**src/rtl/aes_pkg.sv**
```systemverilog
// Shared AES constants: beat type codes, round count, round-key address width.
// Also holds the round-controller state encoding.
// No logic; types and localparams only.
package aes_pkg;

  localparam logic [1:0] TYPE_KEY  = 2'b10;
  localparam logic [1:0] TYPE_DATA = 2'b01;
  localparam int         AES_NR    = 10;
  localparam int         RK_ADDR_W = 4;

  localparam logic [2:0] ST_IDLE  = 3'd0;
  localparam logic [2:0] ST_INIT  = 3'd1;
  localparam logic [2:0] ST_ROUND = 3'd2;
  localparam logic [2:0] ST_FINAL = 3'd3;
  localparam logic [2:0] ST_HOLD  = 3'd4;

  typedef enum logic [2:0] {
    S_IDLE  = ST_IDLE,
    S_INIT  = ST_INIT,
    S_ROUND = ST_ROUND,
    S_FINAL = ST_FINAL,
    S_HOLD  = ST_HOLD
  } ctrl_state_t;

endpackage

```
**src/rtl/aes_round_ctrl.sv**
```systemverilog
// Sequencer for the iterative AES-128 datapath: initial AddRoundKey, NR-1 rounds, final round.
// Latency: block accepted in cycle T gives out_valid at T+NR+2; one block per NR+3 cycles.
// Backpressure: in_ready only in IDLE; result held in HOLD until out_ready.
module aes_round_ctrl
  import aes_pkg::*;
#(
  parameter int         NR        = AES_NR,
  parameter int         ADDR_W    = RK_ADDR_W,
  parameter logic [1:0] TYPE_DATA = aes_pkg::TYPE_DATA
) (
  input  logic              clk,
  input  logic              rst,
  input  logic              key_loaded,
  input  logic              in_valid,
  input  logic [1:0]        in_type,
  output logic              in_ready,
  output logic [ADDR_W-1:0] rk_addr,
  output logic              dp_load,
  output logic              dp_round,
  output logic              dp_last,
  output logic              out_valid,
  input  logic              out_ready,
  output logic              abort,
  output logic              drop
);

  // Key addresses 1..NR+1 must fit, with 0 kept as "no key selected".
  if (NR + 1 > (2 ** ADDR_W) - 1) begin : g_addr_check
    $error("aes_round_ctrl: NR+1 does not fit in ADDR_W bits");
  end

  ctrl_state_t       state, state_nxt;
  logic [ADDR_W-1:0] cnt, cnt_nxt;

  // State and round counter registers, synchronous reset.
  always_ff @(posedge clk) begin
    if (rst) begin
      state <= S_IDLE;
      cnt   <= '0;
    end else begin
      state <= state_nxt;
      cnt   <= cnt_nxt;
    end
  end

  // Next-state and output decode; key loss in a compute state kills the block.
  always_comb begin
    state_nxt = state;
    cnt_nxt   = cnt;
    in_ready  = 1'b0;
    rk_addr   = '0;
    dp_load   = 1'b0;
    dp_round  = 1'b0;
    dp_last   = 1'b0;
    out_valid = 1'b0;
    abort     = 1'b0;
    drop      = 1'b0;

    case (state)
      S_IDLE: begin
        in_ready = key_loaded;
        cnt_nxt  = '0;
        if (in_valid && key_loaded) begin
          if (in_type == TYPE_DATA) state_nxt = S_INIT;
          else                      drop      = 1'b1;
        end
      end
      S_INIT: begin
        rk_addr = ADDR_W'(1);
        if (!key_loaded) begin
          abort     = 1'b1;
          state_nxt = S_IDLE;
          cnt_nxt   = '0;
        end else begin
          dp_load   = 1'b1;
          cnt_nxt   = ADDR_W'(2);
          state_nxt = S_ROUND;
        end
      end
      S_ROUND: begin
        rk_addr = cnt;
        if (!key_loaded) begin
          abort     = 1'b1;
          state_nxt = S_IDLE;
          cnt_nxt   = '0;
        end else begin
          dp_round = 1'b1;
          cnt_nxt  = cnt + ADDR_W'(1);
          if (cnt == ADDR_W'(NR)) state_nxt = S_FINAL;
        end
      end
      S_FINAL: begin
        rk_addr = ADDR_W'(NR + 1);
        if (!key_loaded) begin
          abort     = 1'b1;
          state_nxt = S_IDLE;
          cnt_nxt   = '0;
        end else begin
          dp_last   = 1'b1;
          state_nxt = S_HOLD;
        end
      end
      S_HOLD: begin
        // Result already computed, so key_loaded no longer matters here.
        out_valid = 1'b1;
        if (out_ready) begin
          state_nxt = S_IDLE;
          cnt_nxt   = '0;
        end
      end
      default: begin
        state_nxt = S_IDLE;
        cnt_nxt   = '0;
      end
    endcase

    // Input-dependent outputs stay quiet while reset is applied.
    if (rst) begin
      in_ready = 1'b0;
      abort    = 1'b0;
      drop     = 1'b0;
    end
  end

endmodule

```
**config.mk**
```make
export PLATFORM = sky130hd
export DESIGN_NAME = aes_round_ctrl
export DESIGN_NICKNAME = d
export VERILOG_FILES = /design/src/rtl/aes_pkg.sv /design/src/rtl/aes_round_ctrl.sv
export SDC_FILE = /design/constraint.sdc
export NUM_CORES = 1
export LEC_CHECK = 0
export ABC_AREA = 1
export ABC_CLOCK_PERIOD_IN_PS = 2600
export CAP_MARGIN = 20
export CORE_AREA = 2 2 39 41
export DETAILED_ROUTE_END_ITERATION = 16
export DIE_AREA = 0 0 41 43
export MAX_ROUTING_LAYER = met4
export PLACE_DENSITY = 0.72
export SYNTH_ARGS = -nofsm -noshare
export SYNTH_HDL_FRONTEND = slang
export SYNTH_SLANG_ARGS = --single-unit
```
**constraint.sdc**
```tcl
create_clock -name clk -period 2.6 [get_ports clk]
set_clock_uncertainty 0.15 [all_clocks]
set_input_delay 0.26 -clock clk [delete_from_list [all_inputs] [get_ports clk]]
set_output_delay 0.26 -clock clk [all_outputs]
set_load 0.01 [all_outputs]
```
=== Word level (Yosys, flattened, before mapping) ===
Cells that the tools add are included.

* Memories: 0
* Bits in registers: 7
* Latch bits: 0
* Memory bits (read-only): 0
* Output and inout port bits: 11
* Memory bits (writable): 0

* Bitwise gates (word level): 0
* Reductions and logical operators: 5
* Div/mod/pow operators: 0
* Equal/unequal tests: 11
* Shift operators: 0
* Multiply operators: 0
* Multiplexer cells: 28
* Order comparisons: 0
* $add $sub $neg: 1

{| class="wikitable"
|+ Operator list
! cell !! number
|-
| 3-bit two-way mux || 6
|-
| 4-bit case mux with 4 select lines || 1
|-
| 3-bit case mux with 5 select lines || 1
|-
| 1-bit two-way mux || 14
|-
| 4-bit two-way mux || 3
|-
| 4-bit case mux with 3 select lines || 1
|-
| 2-bit inequality test (second input constant) || 4
|-
| 3-bit by 2-bit equality test with 1-bit output (second input constant) || 2
|-
| 4-bit by 1-bit adder with 4-bit output (second input constant) || 1
|-
| 4-bit equality test (second input constant) || 1
|-
| 2-bit two-way mux || 2
|-
| 4-bit AND reduction || 1
|-
| 3-bit by 1-bit equality test with 1-bit output (second input constant) || 1
|-
| 3-bit equality test (second input constant) || 1
|-
| 3-bit zero test || 1
|-
| 3-bit inequality test (second input constant) || 1
|-
| 3-bit OR reduction || 1
|-
| 2-bit by 1-bit equality test with 1-bit output (second input constant) || 1
|-
| 2-bit AND reduction || 1
|-
| 1-bit logical AND || 1
|}

=== Logic depth before layout (Yosys ltp) ===
Gate-level depths: netlist (run 1).

* Depth in word-level cells: 5
* Gate-level depth with buffers: 8
* Depth with buffers taken out: 7

=== Worst setup path before layout (run 1) ===
No wires, ideal clock.

* Path kind: register to output
* From: reg state[0]
* To: out drop
* Setup slack: 1243 ps
* Cell stages (with the launch flop): 4
* Arrival time: 947 ps
* Buffers on the path: 0
* Required time: 2190 ps
* Cells stage by stage: dfxtp_1 > nor2_4 > o211ai_1 > nor3_1

* Longest elaborated chain between the ends: 3

{| class="wikitable"
|+ RTL lines
! what !! line !! RTL
|-
| start, declared || aes_round_ctrl.sv:32 || <nowiki>ctrl_state_t state, state_nxt;</nowiki>
|-
| start signal, assigned || aes_round_ctrl.sv:41 || <nowiki>state <= state_nxt;</nowiki>
|-
| 3-bit zero test || aes_round_ctrl.sv:59 || <nowiki>case (state)</nowiki>
|-
| 1-bit two-way mux || aes_round_ctrl.sv:59 ||
|-
| 1-bit two-way mux || aes_round_ctrl.sv:118 || <nowiki>if (rst) begin</nowiki>
|-
| end, declared || aes_round_ctrl.sv:24 || <nowiki>output logic drop</nowiki>
|}

Every way passes these cells.

=== Final worst setup path (run 1) ===
* From: in key_loaded
* To: out dp_load

* Longest elaborated chain between the ends: 2

{| class="wikitable"
|+ RTL lines
! what !! line !! RTL
|-
| start, declared || aes_round_ctrl.sv:13 || <nowiki>input logic key_loaded,</nowiki>
|-
| 1-bit two-way mux || aes_round_ctrl.sv:70 || <nowiki>if (!key_loaded) begin</nowiki>
|-
| 1-bit two-way mux || aes_round_ctrl.sv:59 ||
|-
| end, declared || aes_round_ctrl.sv:18 || <nowiki>output logic dp_load,</nowiki>
|}

Every way passes these cells.

==> impl_metrics.tcl, run 1 <==
set metrics [dict create \
    totalPowerFinal_uw 243 \
    worst_setup_path_end_kind "output port" \
    clock_sink_count 7 \
    dp_slack_ns 0.369 \
    tns_ns 0 \
    synth_top_family_by_area "simple AND/OR/NAND/NOR gates" \
    syn_inst 81 \
    fp.dieW_um 41 \
    antenna_found_initial 0 \
    ys_top_cells_by_count "nand2_1, inv_1, nand3_1" \
    max-cap-violations 0 \
    hold_viol_final 0 \
    finalInstanceArea_um2 742 \
    hold_class "flip-flop to flip-flop" \
    cp.arrival_ns 1.81 \
    cts_hold_buffers 0 \
    ant_nets 0 \
    muxShareOfSynthArea_pct 0 \
    syn_nets 90 \
    drt-total-wl_um 1290 \
    crit_family "buffers and inverters" \
    dieArea_mm2 0.00176 \
    portBuffers 17 \
    tritoncts "built" \
    leakagePower_uw 0.000336 \
    ys_async_sr_fraction_pct 0 \
    cp-start-kind "input pin" \
    gr-max-usage-layer "met2" \
    grt_pass1_wl_um 2040 \
    layout.area.seq_um2 140 \
    synth_xor_area_share_pct 1.64 \
    gr-usage-met2_pct 25.9 \
    place_area_um2 716 \
    synth_compound_area_share_pct 11.2 \
    coreArea_mm2 0.00138 \
    initialDrtViolationCount 13 \
    setup_slack_ns 0.383 \
    yosysTopAreaCellShare_pct 26.2 \
    vias 589 \
    synth_most_common_cell "nand2_1" \
    cts_inserted_buffers 3 \
    hold_start "cnt[2]$_SDFFE_PP0P_" \
    cts_resized 0 \
    cp_slowest_cell "clkdlybuf4s50_1" \
    status "completed" \
    yosys_warnings 0 \
    crit_fanout 8 \
    cpMostUsedCell "clkdlybuf4s50_1" \
    syn_area_per_cell_um2 6.60 \
    synth_simple_gate_area_share_pct 44.0 \
    crit_required_ns 2.19 \
    drive_above_1_share_pct 18.0 \
    timing.final.crit_share_pct 85.3 \
    slew-limit-headroom_pct 75.2 \
    r2r-start "state[2]$_SDFFE_PP0P_" \
    gp_congestion 0.859 \
    grt_use_total_pct 17.3 \
    fill_cells 143 \
    yosysUniqueCellTypes 22 \
    yosysSeqAreaShare_pct 26.2 \
    powerDensity_mw_per_mm2 327 \
    clock_power_share_pct 41.2 \
    dp_hpwl_um 993 \
    sequentialPowerShare_pct 45.2 \
    yosys.area.top_type "dfxtp_1" \
    synth_edf_count 0 \
    grt_max_degree 9 \
    met1_usage_pct 21.4 \
    cts_max_level 1 \
    maxSlewViolCount 0 \
    drc_errors 0 \
    start_util_pct 38.6 \
    synth_seq_cells 7 \
    slowest_delay_ns 0.64 \
    min_period_ns 2.22 \
    syn_area_um2 534 \
    area_delta_synth_final_pct 38.9 \
    instances_no_fill 116 \
    grt_overflow 0 \
    ios 18 \
    worstMarginPinSlew_ns 0.372 \
    final_nets 110 \
    crit_chain "clkdlybuf4s50_1, nand2_1, inv_2, nand3_1, inv_1, clkdlybuf4s50_1" \
    post_cts_buffers 0 \
    startpoint "key_loaded" \
    p_int_uw 184 \
    clk_path_buf_depth 2 \
    ys_top_cells_by_area "dfxtp_1, nand2_1, nand3_1, inv_1, nor2_1" \
    viasPerCell 5.08 \
    power.switching_uw 59.2 \
    switching_share_pct 24.4 \
    comb_power_share_pct 13.6 \
    chipHeight_um 43 \
    cts.clk_slew.worst_paths_ns 0.06 \
    num_rows 14 \
    grt_pass1_vias 486 \
    met3_usage_pct 3.14 \
    synthAdderAreaFrac_pct 4.68 \
    ir_worst_vdd_mv 0.136 \
    crit_type "input pin to output port" \
    dr.pass1.iters 6 \
    setup_viol 0 \
    clock_latency_ns 0.25 \
    synth_ff_type "dfxtp_1" \
    rsz0062_at_grt "false" \
    multiInputGateArea_um2 329 \
    cts-root-buf "clkbuf_4" \
    crit_buf_inv 4 \
    n_antenna_cell 0 \
    fmax_ghz 0.451 \
    routedWlPerCell_um 11.1 \
    placed_cells 112 \
]
per-layer routing:
metal | part of all wire [%] | vias up
met5 | 0 | -
met3 | 7.7 | 4
met2 | 48 | 23
met4 | 1.9 | 0
met1 | 42 | 265
li1 | - | 297
worst register-to-register path, cell delays in order, from the launching register on:
cell	delay, ns
dfxtp_1	0.46
inv_2	0.12
nand2_2	0.14
nor2_4	0.06
nand2_2	0.11
nand3_1	0.09
nand2_1	0.06
nor2_1	0.04
metrics by stage:
stage	util [%]	hold slack [ns]
after floorplan	-	0.323
after global placement	51.7	0.341
after detailed placement	51.7	0.337
after CTS	53.6	0.351
after global routing	53.6	0.387
final	53.6	0.352
power by group through the flow:
stage	Clock (µW)	Combinational [µW]	Sequential (µW)
2_1_floorplan	0	18.0	112
3_3_place_gp	0	32.8	112
3_5_place_dp	0	32.9	112
4_1_cts	104	33.3	110
5_1_grt	110	36.1	110
6_report	100	33.0	110
flip-flops by register name, indices dropped and copies added (netlist names):
signal  cells
state       3
cnt         4
final cells by class:
class	instances	share of cell area, %
well taps	16	2.70
clock buffers	4	3.54
multi-input cells	57	44.4
inverters	15	7.59
flip-flops and latches	7	18.9
repair buffers	17	22.9
logic make-up (layout without fill, tap and decap cells):
group / Yosys count / after routing
and+or+nand+nor: 45 / 45
buffers and inverters: 17 / 36
AOI/OAI and AO/OA: 9 / 9
DFF: 7 / 7
adders and majority gates: 2 / 2
xor gates and xnor gates: 1 / 1
path summary, 6_finish.rpt:
check	endpoint	slack (ns)	depth (start not counted)
worst min register to register	cnt[2]$_SDFFE_PP0P_	0.35	2
worst max-delay path	dp_load	0.38	6
worst min-delay path	cnt[2]$_SDFFE_PP0P_	0.35	2
worst max register to register	cnt[3]$_SDFFE_PP0P_	1.27	7
placed cells by master (no fill, tap or decap):
master	Yosys	routed
clkdlybuf4s50_1	0	17
nand3_1	10	10
nand2_2	3	3
nand4_1	1	1
clkbuf_4	0	3
nand2_4	1	1
inv_2	5	5
nor2_2	1	1
o211ai_1	2	2
clkbuf_1	0	1
dfxtp_1	7	7
inv_1	10	10
xor2_1	1	1
nor3_1	2	2
a21oi_1	4	4
nand3_4	1	1
a211oi_1	1	1
ha_1	2	2
nand2_1	15	15
nor4_1	1	1
a21oi_2	2	2
nor2_1	8	8
nor2_4	2	2
No activity file was read; power rests on OpenSTA's default activity.
==> inputs of run 2 (changes only) <==
--- a/config.mk
+++ b/config.mk
@@ -9,6 +9,7 @@
 export ABC_CLOCK_PERIOD_IN_PS = 2600
 export CAP_MARGIN = 20
 export CORE_AREA = 2 2 39 41
+export CTS_CLUSTER_DIAMETER = 120
 export DETAILED_ROUTE_END_ITERATION = 16
 export DIE_AREA = 0 0 41 43
 export MAX_ROUTING_LAYER = met4
==> results of run 2 <==
Final layout, timing and power as in run 1 (identical DEF).
==> inputs of run 3 (changes only) <==
--- a/config.mk
+++ b/config.mk
@@ -10,10 +10,11 @@
 export CAP_MARGIN = 20
 export CORE_AREA = 2 2 39 41
 export CTS_CLUSTER_DIAMETER = 120
+export CTS_CLUSTER_SIZE = 40
 export DETAILED_ROUTE_END_ITERATION = 16
 export DIE_AREA = 0 0 41 43
 export MAX_ROUTING_LAYER = met4
-export PLACE_DENSITY = 0.72
+export PLACE_DENSITY = 0.71
 export SYNTH_ARGS = -nofsm -noshare
 export SYNTH_HDL_FRONTEND = slang
 export SYNTH_SLANG_ARGS = --single-unit
==> run 3 against run 2 <==
- setup slack gained 0.013 ns
- sequential share of layout area shrank 0.19 points
- fmax grew 0.58%
- wire length grew 1.7%
- non-clock buffer count grew 1
- global-route usage is essentially flat
- power grew 2.1%
- via count shrank 2.2%
- first-iteration DRC count shrank 54%
- utilization grew 0.54 points
- largest cell class unchanged
- largest power group unchanged
==> impl_metrics.tcl, run 3 (synthesis results as in run 1) <==
set metrics [dict create \
    status "completed" \
    clk_path_buf_depth 2 \
    crit_chain "clkdlybuf4s50_1, nand2_1, inv_2, nand3_1, inv_1, clkdlybuf4s50_1" \
    layout_commonest_cell "clkdlybuf4s50_1" \
    grt_max_degree 9 \
    place_area_um2 723 \
    cp_num_cells 6 \
    dp_slack_ns 0.391 \
    n_antenna_cell 0 \
    portBuffers 17 \
    final_nets 111 \
    finish.utilization_pct 54.2 \
    crit_required_ns 2.19 \
    worstHoldPathCells 2 \
    grt_use_total_pct 17.3 \
    num_rows 14 \
    tns_ns 0 \
    clock_latency_ns 0.26 \
    worstRegToRegCells 7 \
    grt_overflow 0 \
    slew-limit-headroom_pct 79.6 \
    ir_worst_vdd_mv 0.188 \
    initialDrtViolationCount 6 \
    slowest_delay_ns 0.63 \
    hold_viol_final 0 \
    largest_register_ffs 4 \
    min_period_ns 2.20 \
    ant_nets 0 \
    gp_congestion 0.767 \
    max-cap-violations 0 \
    coreArea_mm2 0.00138 \
    cpMostUsedCell "clkdlybuf4s50_1" \
    cts-root-buf "clkbuf_4" \
    drt-total-wl_um 1320 \
    cts_resized 0 \
    worstMarginPinSlew_ns 0.305 \
    crit_type "input pin to output port" \
    fmax_ghz 0.454 \
    rsz0062_at_grt "false" \
    crit_buf_inv 4 \
    grt_pass1_vias 502 \
    regMostFlops "cnt" \
    timing.final.crit_share_pct 84.8 \
    leakagePower_uw 0.000341 \
    area_delta_synth_final_pct 40.3 \
    chipHeight_um 43 \
    worst_setup_path_end_kind "output port" \
    fp.dieW_um 41 \
    drive_above_1_share_pct 18.8 \
    grt_pass1_wl_um 1940 \
    dr.pass1.iters 4 \
    cts_max_level 1 \
    crit_family "buffers and inverters" \
    crit_fanout 8 \
    maxSlewViolCount 0 \
    antenna_found_initial 0 \
    routedWlPerCell_um 11.2 \
    top_regs "cnt: 4 flops, state: 3 flops" \
    viasPerCell 4.92 \
    cp_slowest_cell "clkdlybuf4s50_1" \
    drc_errors 0 \
    post_cts_buffers 0 \
    cp.arrival_ns 1.79 \
    cts_inserted_buffers 3 \
    tritoncts "built" \
    ios 18 \
    totalPowerFinal_uw 248 \
    cts_hold_buffers 0 \
    setup_viol 0 \
    clock_sink_count 7 \
    dp_hpwl_um 954 \
    dieArea_mm2 0.00176 \
    hold_class "flip-flop to flip-flop" \
    setup_slack_ns 0.396 \
    cts.clk_slew.worst_paths_ns 0.06 \
    final_cell_mix "clkdlybuf4s50_1, nand2_1, nand3_1, inv_1, nor2_1" \
    start_util_pct 38.6 \
    powerDensity_mw_per_mm2 331 \
    finalInstanceArea_um2 749 \
    vias 576 \
    cp-start-kind "input pin" \
]
run 3: routing by layer:
metal  track usage [%]  wire [µm]
met1              19.5        597
met2              23.4        559
met3              5.24        111
met4              15.3         47
met5                 -          0
run 3: path summary, 6_finish.rpt:
path | from | endpoint | slack (ns)
worst min-delay path | cnt[2]$_SDFFE_PP0P_ | cnt[2]$_SDFFE_PP0P_ | 0.36
worst max-delay path | key_loaded | dp_load | 0.40
worst min register to register | cnt[2]$_SDFFE_PP0P_ | cnt[2]$_SDFFE_PP0P_ | 0.36
worst max register to register | state[2]$_SDFFE_PP0P_ | cnt[3]$_SDFFE_PP0P_ | 1.27
run 3: area by class of cell:
| type | count | area (µm²) |
|---|---|---|
| timing repair buffer | 18 | 178 |
| clock buffer | 4 | 26.3 |
| sequential | 7 | 140 |
| tap | 16 | 20.0 |
| fill | 129 | 634 |
| multi-input combinational | 57 | 329 |
| inverter | 15 | 56.3 |
run 3: power by group:
group	internal, µW	leakage [µW]	switching [µW]	total, µW
Sequential	108	0.0000564	1.60	110
Clock	58.9	0.0000150	45.2	104
Combinational	17.7	0.000270	16.2	33.9
run 3: worst register-to-register path: stages (launching register included):
cell	delay, ns
dfxtp_1	0.46
inv_2	0.12
nand2_2	0.14
nor2_4	0.05
nand2_2	0.12
nand3_1	0.08
nand2_1	0.06
nor2_1	0.04
run 3: stage by stage:
step / instances / hold WS [ns]
2_1_floorplan: 81 / 0.323
3_3_place_gp: 113 / 0.338
3_5_place_dp: 113 / 0.346
4_1_cts: 117 / 0.354
5_1_grt: 117 / 0.397
6_report: 117 / 0.361
